File: src/rtl/ssd_value_sequencer.sv
// ssd_value_sequencer: debug-word slots rotated onto dout/slot/valid for the 7-seg driver (clk, rstn, wr_*, clr, hold, step); SSD_SEQ_FOLLOW_WRITE_EN makes writes jump the display
module ssd_value_sequencer #(
  parameter int NUM_SLOTS = 4,
  parameter int DWELL_CYCLES = 100000000,
  localparam int AW = $clog2(NUM_SLOTS),
  localparam int CW = $clog2(DWELL_CYCLES)
) (
  input  logic                 clk,
  input  logic                 rstn,
  input  logic                 wr_en,
  input  logic [AW-1:0]        wr_addr,
  input  logic [31:0]          wr_data,
  input  logic                 clr,
  input  logic                 hold,
  input  logic                 step,
  output logic [31:0]          dout,
  output logic [AW-1:0]        slot,
  output logic [NUM_SLOTS-1:0] valid
);
  typedef enum logic [1:0] {EMPTY, RUN, PAUSED} state_t;
  state_t state_q, state_d;
  logic [31:0] mem_q [NUM_SLOTS];
  logic [31:0] mem_d [NUM_SLOTS];
  logic [NUM_SLOTS-1:0] valid_q, valid_d;
  logic [AW-1:0] slot_q, slot_d, nxt, idx;
  logic [CW-1:0] cnt_q, cnt_d;
  logic [31:0] dout_q, dout_d;
  logic found, running, wrap, adv;
  always_comb begin
    mem_d = mem_q;
    valid_d = valid_q;
    slot_d = slot_q;
    cnt_d = cnt_q;
    state_d = state_q;
    nxt = slot_q;
    idx = slot_q;
    found = 1'b0;
    running = state_q != EMPTY && !hold;
    wrap = running && cnt_q == CW'(DWELL_CYCLES - 1);
    adv = state_q != EMPTY && (step || wrap);
    if (wr_en && !clr) begin
      mem_d[wr_addr] = wr_data;
      valid_d[wr_addr] = 1'b1;
    end
    for (int i = 1; i <= NUM_SLOTS; i++) begin
      idx = AW'(32'(slot_q) + i);
      if (!found && valid_d[idx]) begin
        nxt = idx;
        found = 1'b1;
      end
    end
    if (clr) begin
      valid_d = '0;
      slot_d = '0;
      cnt_d = '0;
      state_d = EMPTY;
    end else if (state_q == EMPTY) begin
      slot_d = wr_en ? wr_addr : slot_q;
      cnt_d = '0;
      state_d = wr_en ? RUN : EMPTY;
    end else begin
      state_d = hold ? PAUSED : RUN;
      cnt_d = running ? (wrap ? '0 : cnt_q + 1'b1) : cnt_q;
      slot_d = adv ? nxt : slot_q;
      cnt_d = step ? '0 : cnt_d;
`ifdef SSD_SEQ_FOLLOW_WRITE_EN
      slot_d = wr_en ? wr_addr : slot_d;
      cnt_d = wr_en ? '0 : cnt_d;
`endif
    end
    dout_d = state_d == EMPTY ? 32'h0 : mem_d[slot_d];
  end
  always_ff @(posedge clk) begin
    if (!rstn) begin
      for (int i = 0; i < NUM_SLOTS; i++) mem_q[i] <= '0;
      valid_q <= '0;
      slot_q <= '0;
      cnt_q <= '0;
      state_q <= EMPTY;
      dout_q <= '0;
    end else begin
      mem_q <= mem_d;
      valid_q <= valid_d;
      slot_q <= slot_d;
      cnt_q <= cnt_d;
      state_q <= state_d;
      dout_q <= dout_d;
    end
  end
  assign dout = dout_q;
  assign slot = slot_q;
  assign valid = valid_q;
endmodule

File: config.mk
export PLATFORM = sky130hd
export DESIGN_NAME = ssd_value_sequencer
export DESIGN_NICKNAME = d
export VERILOG_FILES = /design/src/rtl/ssd_value_sequencer.sv
export SDC_FILE = /design/constraint.sdc
export NUM_CORES = 1
export LEC_CHECK = 0
export BUFFER_PORTS_ARGS = -buffer_cell sky130_fd_sc_hd__buf_2
export CORE_AREA = 2 2 179 93
export DETAILED_ROUTE_END_ITERATION = 7
export DIE_AREA = 0 0 181 95
export PLACE_DENSITY = 0.74
export SYNTH_ARGS = -nofsm -noshare
export SYNTH_HDL_FRONTEND = slang
export SYNTH_SLANG_ARGS = --single-unit
File: constraint.sdc
create_clock -name clk -period 3.63 [get_ports clk]
set_input_delay 1.089 -clock clk [delete_from_list [all_inputs] [get_ports clk]]
set_output_delay 1.089 -clock clk [all_outputs]
set_load 0.03 [all_outputs]
==> flow_results.org <==
** Finish
- Commonest non-fill, non-tap cell in the layout :: sky130_fd_sc_hd__dfxtp_1
- # nets final :: 929
- Of the cells placed in the final design, the portion with a size suffix greater than 1 is 18.0%.
- Fin util :: 61.8%
- In the layout the commonest cells are sky130_fd_sc_hd__dfxtp_1, sky130_fd_sc_hd__mux2i_1, sky130_fd_sc_hd__nor2b_1.
- Final standard cell area without fillers :: 9790 um2
- Area growth, synth to finish :: 15.6%

** Critical path
- The largest individual stage delay along the critical path comes from the cell sky130_fd_sc_hd__or4_1.
- Number of cells on the worst reg-to-reg path :: 10
- Kind of end point of the critical path :: register
- Critical Setup Path Class :: in2reg
- The critical path goes through buf_2, nor4b_2, o21ai_1, o21ai_0, a221oi_1, or4_1, o2bb2ai_4, buf_12, a211oi_1, a211o_1.
- Critical Path Source Type :: input port
- Data on the critical path arrives at its endpoint at 3.56 ns.
- On the worst path, the slowest cell contributes a delay of 0.63 ns.
- Required time at the worst-slack endpoint :: 3.95 ns
- The worst register-to-register path begins at slot[1].
- The worst register-to-register path ends at dout[5].
- In this run the worst path has a maximum fanout of 41.
- The worst register-to-register path has a setup slack of 0.82 ns.

** Clock network
- The H-tree was split into 4 levels.
- In this run, post-CTS hold repair placed 0 buffers.
- After clock tree synthesis, the repair step resized 0 gates.
- Num Clock Sinks :: 195
- Clock latency at the later pin of the worst-skew pair :: 0.44 ns
- CTS tree :: yes
- Clock-pin slew was measured on the worst setup and hold paths at 0.08 ns.
- The clock passes through at most 2 buffers.
- Post-CTS timing repair inserted 0 buffers for setup.
- Number of CTS-inserted buffers :: 17
- In this run the clock root is driven by a sky130_fd_sc_hd__clkbuf_16.

** Power
- Total leakage power :: about 0.0038 uW
- In this run the power density over the cells is 453 nW/um2.
- Maximum vdd ir drop :: 0.352 mV

** Yosys
- Avg Inst Size Synth :: 10.3 um2
- Synthesis instantiated just under 60 different standard cells from the library.
- Total number of yosys warnings :: 0
- The synthesized design contains 0 enable-type register cells.
- Share of async-settable or async-resettable flops after synthesis :: 0%
- Synthesis handed over a netlist of 820 instances.
- Number of flip-flops and latches in the synthesized netlist :: between 150 and 200
- Mapped cell area :: 8470 um2
- For this run, the leading register cell type out of synthesis is sky130_fd_sc_hd__dfxtp_1.
- Sequential fraction of the synthesis area :: a little under half
- Synthesized netlist net count :: 861

** Global route
- Across every metal layer, demand over resource in global routing totals 23.1%.
- Wire length of the first global-routing pass :: ~31 mm
- The number of antenna violations at the first check in global routing was 3.
- GR Overflow Total :: 0
- Entering global routing, the biggest net connects 130 pins.
- The via count of the first global-routing pass was 5848.

** Timing
- Max Freq :: 309 MHz
- Final max-slew violation count :: 0
- Setup violations remaining at the end of the flow were counted as 0.
- The number of endpoints with negative hold slack in the final report is 0.
- Clock skew :: 0.0137 ns
- Final critical path time including I/O delays and setup :: between 3 and 4 ns
- Headroom to the max-slew limit :: 32.3%
- Worst-margin pin slew :: 1.02 ns
- For the final routed database, the setup TNS stands at 0 ns.
- Setup repair after global routing missed its margin :: no
- After layout, the worst path uses 89.0% of the clock period.

** Min path
- Hold path cells :: 2
- Capture endpoint of the worst hold path :: cnt_q[1]
- The path class of the tightest hold or removal check is reg2reg.
- Launch point of the worst hold path :: cnt_q[1]

** Routing
- Number of design-rule violations left by the first detailed-router iteration :: 307
- Number of nets still failing antenna checks after routing :: 0
- Total via count in the routed design :: 6207
- Number of vias per cell after detailed routing :: ~5.6
- The final layout contains routed wiring with a total length of about 19 mm.
- Dividing the detail-routed wire length by the instance count gives 17.4 um.
- For this run, design rule violations remaining after detail routing come to 0.
- First-pass iteration count of the detailed router :: 6

** Placed design
- Total half-perimeter wirelength after legalization and detailed placement :: about 12 mm
- Final Wtd Congestion :: 0.908
- Buffers placed on the I/O ports in this run total 77.
- In this run the cell area measured after placement is just over 9000 um2.

** Floorplanning
- Placeable core region :: 15900 um2
- Vertical die dimension :: 95 um
- Die Footprint :: approximately 17000 um2
- Effective utilization at floorplan :: approximately 53%
- Num ports :: 78
- Horizontal extent of the die :: 181 um
- FP Rows :: 33

** Flow run
- The tool flagged a number of max-cap violations equal to 0.

** Status
- The run finished with clean final reports.
-- layout make-up --
cell class	count	area (um2)
diodes	1	2.50
well taps	210	263
repair buffers	112	723
clock buffers	18	429
fillers	1341	6060
multi-input cells	557	4290
flip-flops and latches	195	3900
inverters	5	18.8
clock inverters	14	164
-- routing by layer --
metal	global-route usage [%]	share of wire (%)	wire, um	vias to the layer above
met5	0	0.16	30	-
met4	6.57	1.0	194	4
met3	6.13	5.6	1080	27
met2	34.1	42	8040	160
met1	33.0	52	9970	2959
li1	-	-	-	3057
-- power breakdown --
group	internal [uW]	total [uW]	switching [uW]
Combinational	144	350	206
Sequential	2170	2180	11.6
Clock	987	1900	913
-- worst max-delay path by stage --
stage	cells past startpoint	end	from	slack [ns]
after floorplan	12	dout[22]	clr	0.20
after global placement	10	dout[27]	clr	-0.009
after detailed placement	10	dout[19]	clr	-0.02
after CTS	10	dout[19]	clr	0.45
after global routing	10	dout[19]	wr_en	0.26
final	10	dout[15]	clr	0.40
-- sequential cells by signal (all words and copies together), names as in the netlist --
signal   flops
dout        32
cnt_q       27
mem_q      128
state_q      2
slot         2
valid        4
-- Yosys cell counts (3+ instances only) --
| master | n | area share (%) |
|---|---|---|
| sky130_fd_sc_hd__mux2i_1 | 163 | 19 |
| sky130_fd_sc_hd__dfxtp_1 | 195 | 46 |
| sky130_fd_sc_hd__nand2_1 | 16 | 0.71 |
| sky130_fd_sc_hd__buf_4 | 3 | 0.27 |
| sky130_fd_sc_hd__xnor2_1 | 9 | 0.93 |
| sky130_fd_sc_hd__and4_1 | 3 | 0.31 |
| sky130_fd_sc_hd__a211o_1 | 31 | 3.2 |
| sky130_fd_sc_hd__a211oi_1 | 32 | 2.8 |
| sky130_fd_sc_hd__nor2_1 | 42 | 1.9 |
| sky130_fd_sc_hd__nor3b_1 | 4 | 0.35 |
| sky130_fd_sc_hd__nand4_1 | 7 | 0.52 |
| sky130_fd_sc_hd__and4b_1 | 3 | 0.35 |
| sky130_fd_sc_hd__nor4_1 | 33 | 2.4 |
| sky130_fd_sc_hd__inv_1 | 5 | 0.22 |
| sky130_fd_sc_hd__nor3_1 | 6 | 0.35 |
| sky130_fd_sc_hd__nand3_1 | 10 | 0.59 |
| sky130_fd_sc_hd__nor2b_1 | 130 | 9.6 |
| sky130_fd_sc_hd__buf_2 | 18 | 1.1 |
| sky130_fd_sc_hd__nand2b_1 | 3 | 0.22 |
| sky130_fd_sc_hd__or3_1 | 4 | 0.30 |
| sky130_fd_sc_hd__xor2_1 | 14 | 1.4 |
| sky130_fd_sc_hd__buf_1 | 10 | 0.44 |
| sky130_fd_sc_hd__o21ai_0 | 4 | 0.24 |
| sky130_fd_sc_hd__a21oi_1 | 7 | 0.41 |
| sky130_fd_sc_hd__clkbuf_1 | 28 | 1.2 |
-- cells by family (layout without fill, tap and decap cells) --
family                   Yosys count  count (layout)  synth area share (%)
AO/OA/AOI/OAI                     92              92                  8.64
XOR/XNOR                          23              23                  2.38
adder cells (fa/ha/maj)            1               1                 0.148
buffers and inverters             68             149                  3.97
flip-flops                       195             195                  46.1
multiplexers                     163             163                  19.3
other                              0               1                     0
AND/OR/NAND/NOR                  278             278                  19.5
-- critical path: cells and delay by family --
kind / cells / cell delay, ns
AND/OR/NAND/NOR: 2 / 1.07
AO/OA/AOI/OAI: 6 / 0.96
buffers and inverters: 2 / 0.41
-- stage by stage --
step / hold WS, ns / cells / total power, uW / setup WS [ns]
after floorplan: 0.448 / 820 / 2460 / 0.200
after global placement: 0.471 / 1079 / 2580 / -0.00853
after detailed placement: 0.486 / 1079 / 2580 / -0.0159
after CTS: 0.497 / 1111 / 4460 / 0.446
after global routing: 0.518 / 1111 / 4590 / 0.260
final: 0.491 / 1112 / 4430 / 0.398
Note: power is estimated with default switching activity, not from simulation.
